## src/rtl/fetch_pkg.sv

```systemverilog
// Shared types and constants for the RV32I instruction fetch stage.
// FETCH_MISALIGN_TRAP_EN adds the FAULT state for misaligned redirect targets.
package fetch_pkg;

    typedef enum logic [2:0] {
        IDLE  = 3'd0,
        REQ   = 3'd1,
        WAIT  = 3'd2,
        HOLD  = 3'd3
`ifdef FETCH_MISALIGN_TRAP_EN
        , FAULT = 3'd4
`endif
    } fetch_state_e;

    localparam logic [31:0] NOP_INSTR = 32'h0000_0013;
    localparam logic [31:0] PC_INC    = 32'd4;

endpackage

```

## src/rtl/fetch_pc_gen.sv

```systemverilog
// Program counter, pending redirect target and discard flag for the fetch FSM.
// A redirect that lands while a request is outstanding is parked until the stale response drains.
module fetch_pc_gen
    import fetch_pkg::*;
#(
    parameter logic [31:0] RESET_PC = 32'h0000_0000
) (
    input  logic         clk,
    input  logic         reset_n,
    input  fetch_state_e state,
    input  logic         rvalid,
    input  logic         instr_ready,
    input  logic         redirect,
    input  logic [31:0]  target,
    output logic [31:0]  pc,
    output logic         discard
);

    logic [31:0] pc_q, pc_d;
    logic [31:0] pend_q, pend_d;
    logic        disc_q, disc_d;

    always_comb begin
        pc_d   = pc_q;
        pend_d = pend_q;
        disc_d = disc_q;
        case (state)
            IDLE: if (redirect) pc_d = target;
            REQ: begin
                if (redirect) begin
                    disc_d = 1'b1;
                    pend_d = target;
                end
            end
            WAIT: begin
                if (redirect) begin
                    // a response arriving with the redirect is simply dropped
                    if (rvalid) begin
                        pc_d   = target;
                        disc_d = 1'b0;
                    end else begin
                        disc_d = 1'b1;
                        pend_d = target;
                    end
                end else if (rvalid && disc_q) begin
                    pc_d   = pend_q;
                    disc_d = 1'b0;
                end
            end
            HOLD: begin
                if (redirect)         pc_d = target;
                else if (instr_ready) pc_d = pc_q + PC_INC;
            end
            default: ;
        endcase
    end

    always_ff @(posedge clk or negedge reset_n) begin
        if (!reset_n) begin
            pc_q   <= RESET_PC;
            pend_q <= RESET_PC;
            disc_q <= 1'b0;
        end else begin
            pc_q   <= pc_d;
            pend_q <= pend_d;
            disc_q <= disc_d;
        end
    end

    assign pc      = pc_q;
    assign discard = disc_q;

endmodule

```

## src/rtl/instr_fetch.sv

```systemverilog
// RV32I fetch stage: one-outstanding imem requests, single-entry instruction buffer to decode.
// Optional macro FETCH_MISALIGN_TRAP_EN traps misaligned redirect targets into a sticky FAULT state.
module instr_fetch
    import fetch_pkg::*;
#(
    parameter logic [31:0] RESET_PC = 32'h0000_0000
) (
    input  logic        clk,
    input  logic        reset_n,
    output logic        imem_req,
    output logic [31:0] imem_addr,
    input  logic        imem_rvalid,
    input  logic [31:0] imem_rdata,
    input  logic        redirect,
    input  logic [31:0] redirect_pc,
    output logic        instr_valid,
    input  logic        instr_ready,
    output logic [31:0] instr,
    output logic [31:0] pc,
    output logic [31:0] pc_plus4,
    output logic        fetch_fault
);

    fetch_state_e state_q, state_d;
    logic [31:0]  instr_q, instr_d;
    logic [31:0]  ipc_q, ipc_d;
    logic [31:0]  p4_q, p4_d;
    logic [31:0]  fetch_pc;
    logic [31:0]  target;
    logic         discard;
    logic         misalign;
    logic         redir_ok;

`ifdef FETCH_MISALIGN_TRAP_EN
    logic fault_q, fault_d;
    assign misalign = redirect && (redirect_pc[1:0] != 2'b00) && (state_q != FAULT);
    assign target   = redirect_pc;
`else
    logic unused_lsb;
    assign unused_lsb = ^redirect_pc[1:0];
    assign misalign   = 1'b0;
    assign target     = {redirect_pc[31:2], 2'b00};
`endif
    assign redir_ok = redirect && !misalign;

    fetch_pc_gen #(.RESET_PC(RESET_PC)) u_pc_gen (
        .clk         (clk),
        .reset_n     (reset_n),
        .state       (state_q),
        .rvalid      (imem_rvalid),
        .instr_ready (instr_ready),
        .redirect    (redir_ok),
        .target      (target),
        .pc          (fetch_pc),
        .discard     (discard)
    );

    always_comb begin
        state_d = state_q;
        instr_d = instr_q;
        ipc_d   = ipc_q;
        p4_d    = p4_q;
`ifdef FETCH_MISALIGN_TRAP_EN
        fault_d = fault_q;
`endif
        case (state_q)
            IDLE: state_d = REQ;
            REQ:  state_d = WAIT;
            WAIT: begin
                if (imem_rvalid) state_d = (redir_ok || discard) ? REQ : HOLD;
            end
            HOLD: begin
                if (redir_ok || instr_ready) state_d = REQ;
            end
            default: ;
        endcase
`ifdef FETCH_MISALIGN_TRAP_EN
        if (misalign) begin
            state_d = FAULT;
            fault_d = 1'b1;
        end
`endif
        // buffer only loads on the WAIT->HOLD transition so decode sees stable fields
        if (state_q == WAIT && state_d == HOLD) begin
            instr_d = imem_rdata;
            ipc_d   = fetch_pc;
            p4_d    = fetch_pc + PC_INC;
        end
    end

    always_ff @(posedge clk or negedge reset_n) begin
        if (!reset_n) begin
            state_q <= IDLE;
            instr_q <= NOP_INSTR;
            ipc_q   <= RESET_PC;
            p4_q    <= RESET_PC + PC_INC;
        end else begin
            state_q <= state_d;
            instr_q <= instr_d;
            ipc_q   <= ipc_d;
            p4_q    <= p4_d;
        end
    end

`ifdef FETCH_MISALIGN_TRAP_EN
    always_ff @(posedge clk or negedge reset_n) begin
        if (!reset_n) fault_q <= 1'b0;
        else          fault_q <= fault_d;
    end
    assign fetch_fault = fault_q;
`else
    assign fetch_fault = 1'b0;
`endif

    assign imem_req    = (state_q == REQ);
    assign imem_addr   = fetch_pc;
    assign instr_valid = (state_q == HOLD);
    assign instr       = instr_q;
    assign pc          = ipc_q;
    assign pc_plus4    = p4_q;

endmodule

```

## config.mk

```make
export PLATFORM = sky130hd
export DESIGN_NAME = instr_fetch
export DESIGN_NICKNAME = d
export VERILOG_FILES = /design/src/rtl/fetch_pkg.sv /design/src/rtl/fetch_pc_gen.sv /design/src/rtl/instr_fetch.sv
export SDC_FILE = /design/constraint.sdc
export NUM_CORES = 1
export LEC_CHECK = 0
export BUFFER_PORTS_ARGS = -buffer_cell sky130_fd_sc_hd__buf_2
export CORE_ASPECT_RATIO = 0.8
export CORE_UTILIZATION = 38
export DETAILED_ROUTE_END_ITERATION = 10
export GPL_ROUTABILITY_DRIVEN = 0
export MAX_ROUTING_LAYER = met4
export SLEW_MARGIN = 20
export SYNTH_ARGS = -nofsm -noshare
export SYNTH_HDL_FRONTEND = slang
export SYNTH_SLANG_ARGS = --single-unit
```

## constraint.sdc

```tcl
create_clock -name clk -period 2.07 [get_ports clk]
set_input_delay 0.3105 -clock clk [delete_from_list [all_inputs] [get_ports clk]]
set_output_delay 0.3105 -clock clk [all_outputs]
set_load 0.1 [all_outputs]
```

==> results.txt <==
post-synth top area cell: dfrtp_1
H-tree depth: 4
Worst-path clk slew: 0.06 ns
Detail Route met3 WL: 1.56 mm
Sink Count: 156
Synth Area per Inst: 11.0 sq um
WL met2: 8.83 mm
pre-CTS setup slack: -0.0115 ns
Worst setup SP type: register
die width: 159 microns
Vias/cell: 5.15
die footprint: 20300 sq um
first-pass GRT wire length: 33.5 mm
Starting DRT DRC Count: 447
CP Max Fanout: 12
Starting Density: 0.392
GRT Resource Usage Total: 0.220
share of cells above drive strength 1: 0.442
Hold Vio Cnt, Final: 0
Ports: 200
slew margin rel.: 0.643
vias after detailed routing: 6081
Finished Core Util: 0.512
Final WS setup: 0.0726 ns
EDFF count, synth: 0
CTS Buf Count: 17
clock buffer depth: 2
synth top area cells: dfrtp_1 (51%), mux2_2 (7.8%), mux2_4 (6.4%)
dpl hpwl: 15.1 mm
share of the synthesized area in the top cell type: 0.507
post-route ant nets: 0
Post-synth ARST share: 1.00
Arr. time, crit path: 1.69 ns
post-synthesis cell type count: 61
I/O Buffers: 190
period utilization: 0.965
Syn Inst Count: 685
Final Slew Violations: 0
Cell Chain, Critical Path: buf_4, nor2b_2, nand2_1, inv_1, buf_6, buf_12
outcome: complete, no violations
TritonCTS clock tree: yes
Crit path largest cell delay: 0.37 ns
largest net degree at the start of global routing: 59
max cap viols: 0
clock skew: 0.00954 ns
Hold/Removal Path Class: in2reg
Least-Margin Pin Slew: 0.539 ns
min-delay src: imem_rdata[28]
initial antenna violation count: 6
Critical path origin: state_q[2]$_DFF_PN0_
final setup fails: 0
detailed-routing iteration count for the pre-antenna-repair pass: 5
clock period minus worst slack: 2.00 ns
Core Area: 19100 sq um
drt total wl: 20.9 mm
sequential-to-total area share from yosys stat: 0.521
warnings from Yosys: 0
area grow syn2layout: 30.4%
later-pin clock latency in the skew report: 0.42 ns
final non-filler cell total: 1180
Primary FF master, synth: dfrtp_1
setup_tns: 0 ns
row count: 45
Post-Place Cells: 1141
root buffer cell: clkbuf_16
Final #Nets: 973
slowest CP cell: dfrtp_1
DRC viols: 0
vias in the first global route: 5909
RSZ-0062 raised after global routing: false
Die Ht: 128 microns
per-cell routed wire length: 17.7 microns
Worst Path Required: 1.76 ns
synthesized area: 7510 sq um
fmax: 501 MHz
#FFs+latches synth: 156
GRT Residual Overflow: 0
critical path type: reg2out
Setup crit end kind: output port
setup bufs post-CTS: 0
top routing layer used: met4
RR Startpoint: state_q[1]$_DFF_PN0_
met1 wire length: 10.2 mm
layout by cell type (no fill, tap or decap), types with 21 or more instances in the layout:
| cell type | n |
|---|---|
| mux2_4 | 32 |
| a21oi_1 | 35 |
| nand2_1 | 72 |
| buf_4 | 49 |
| nor2_1 | 25 |
| dfrtp_1 | 126 |
| dfrtp_2 | 21 |
| o21ai_0 | 60 |
| buf_2 | 187 |
| mux2_2 | 52 |
synth_stat cells, drive strengths merged (3+ instances only):
cell type	count
dfstp	4
dfrtp	152
inv	15
xor2	11
nand2	72
nand2b	3
mux2i	6
o21ai	62
o211ai	8
o22ai	11
buf	22
xnor2	17
o31a	8
a211oi	3
a21oi	35
nor2b	5
a22oi	6
and4	6
nor2	26
nand4	15
mux2	84
nor3b	13
clkbuf	35
nor3	5
nand3	21
registers in the layout, summed over array words and instances, names as in the netlist:
signal,cells
pc,30
instr,32
u_pc_gen.pend_q,30
u_pc_gen.pc,30
u_pc_gen.discard,1
pc_plus4,30
state_q,3
critical path: cells and delay by family (launching register included):
family / cells / cell delay (ns)
and+or+nand+nor: 2 / 0.23
DFF: 1 / 0.37
buffers and inverters: 4 / 0.66
kinds of logic after synthesis:
logic type	after synthesis	share of synthesized area
compound gates	156	0.128
xor+xnor	28	0.0327
fa+ha+maj	1	0.00167
buf+inv	73	0.0473
flops	156	0.521
mux	90	0.150
other cells	1	0.000499
simple gates	180	0.120
through the flow:
stage / hold WS, ns / cell area [sq um]
6_report: 0.117 / 9790
5_1_grt: 0.0992 / 9790
4_1_cts: 0.102 / 9750
3_5_place_dp: 0.248 / 9150
3_3_place_gp: 0.250 / 9150
2_1_floorplan: 0.0149 / 7610
path summary, 6_finish.rpt:
kind | end | cells past startpoint | slack (ns)
max | instr_valid | 6 | 0.07
min | instr[28]$_DFFE_PN0P_ | 2 | 0.12
max reg2reg | instr[7]$_DFFE_PN0P_ | 4 | 0.08
min reg2reg | pc_plus4[22]$_DFFE_PN0P_ | 2 | 0.47
max in group asynchronous | instr[4]$_DFFE_PN1P_ | 3 | 1.03
min in group asynchronous | u_pc_gen.pend_q[30]$_DFFE_PN0P_ | 2 | 0.36
area by class of cell:
cell class              instances  area, sq um
clock inverters                12          125
clock buffers                  20          437
flip-flops and latches        156         3950
diodes                          6         15.0
fillers                      1726         9350
inverters                      16         60.1
multi-input cells             462         3330
well taps                     258          323
repair buffers                250         1550
per-layer routing:
layer	track usage	up-vias
met5	-	-
met1	0.313	2948
met3	0.0615	20
met2	0.303	234
met4	0.0617	0
li1	-	2879
what timing repair did:
action                     in CTS  in global routing
gates resized for setup         4                  8
cloned                          0                  0
hold endpoints to repair       33                  0
setup endpoints to repair       5                 75
hold buffers                    1                  0
pin swaps                       1                  0
Power is not shown: default switching activity piles up to over one toggle a cycle in this logic, so the estimate is an artifact.
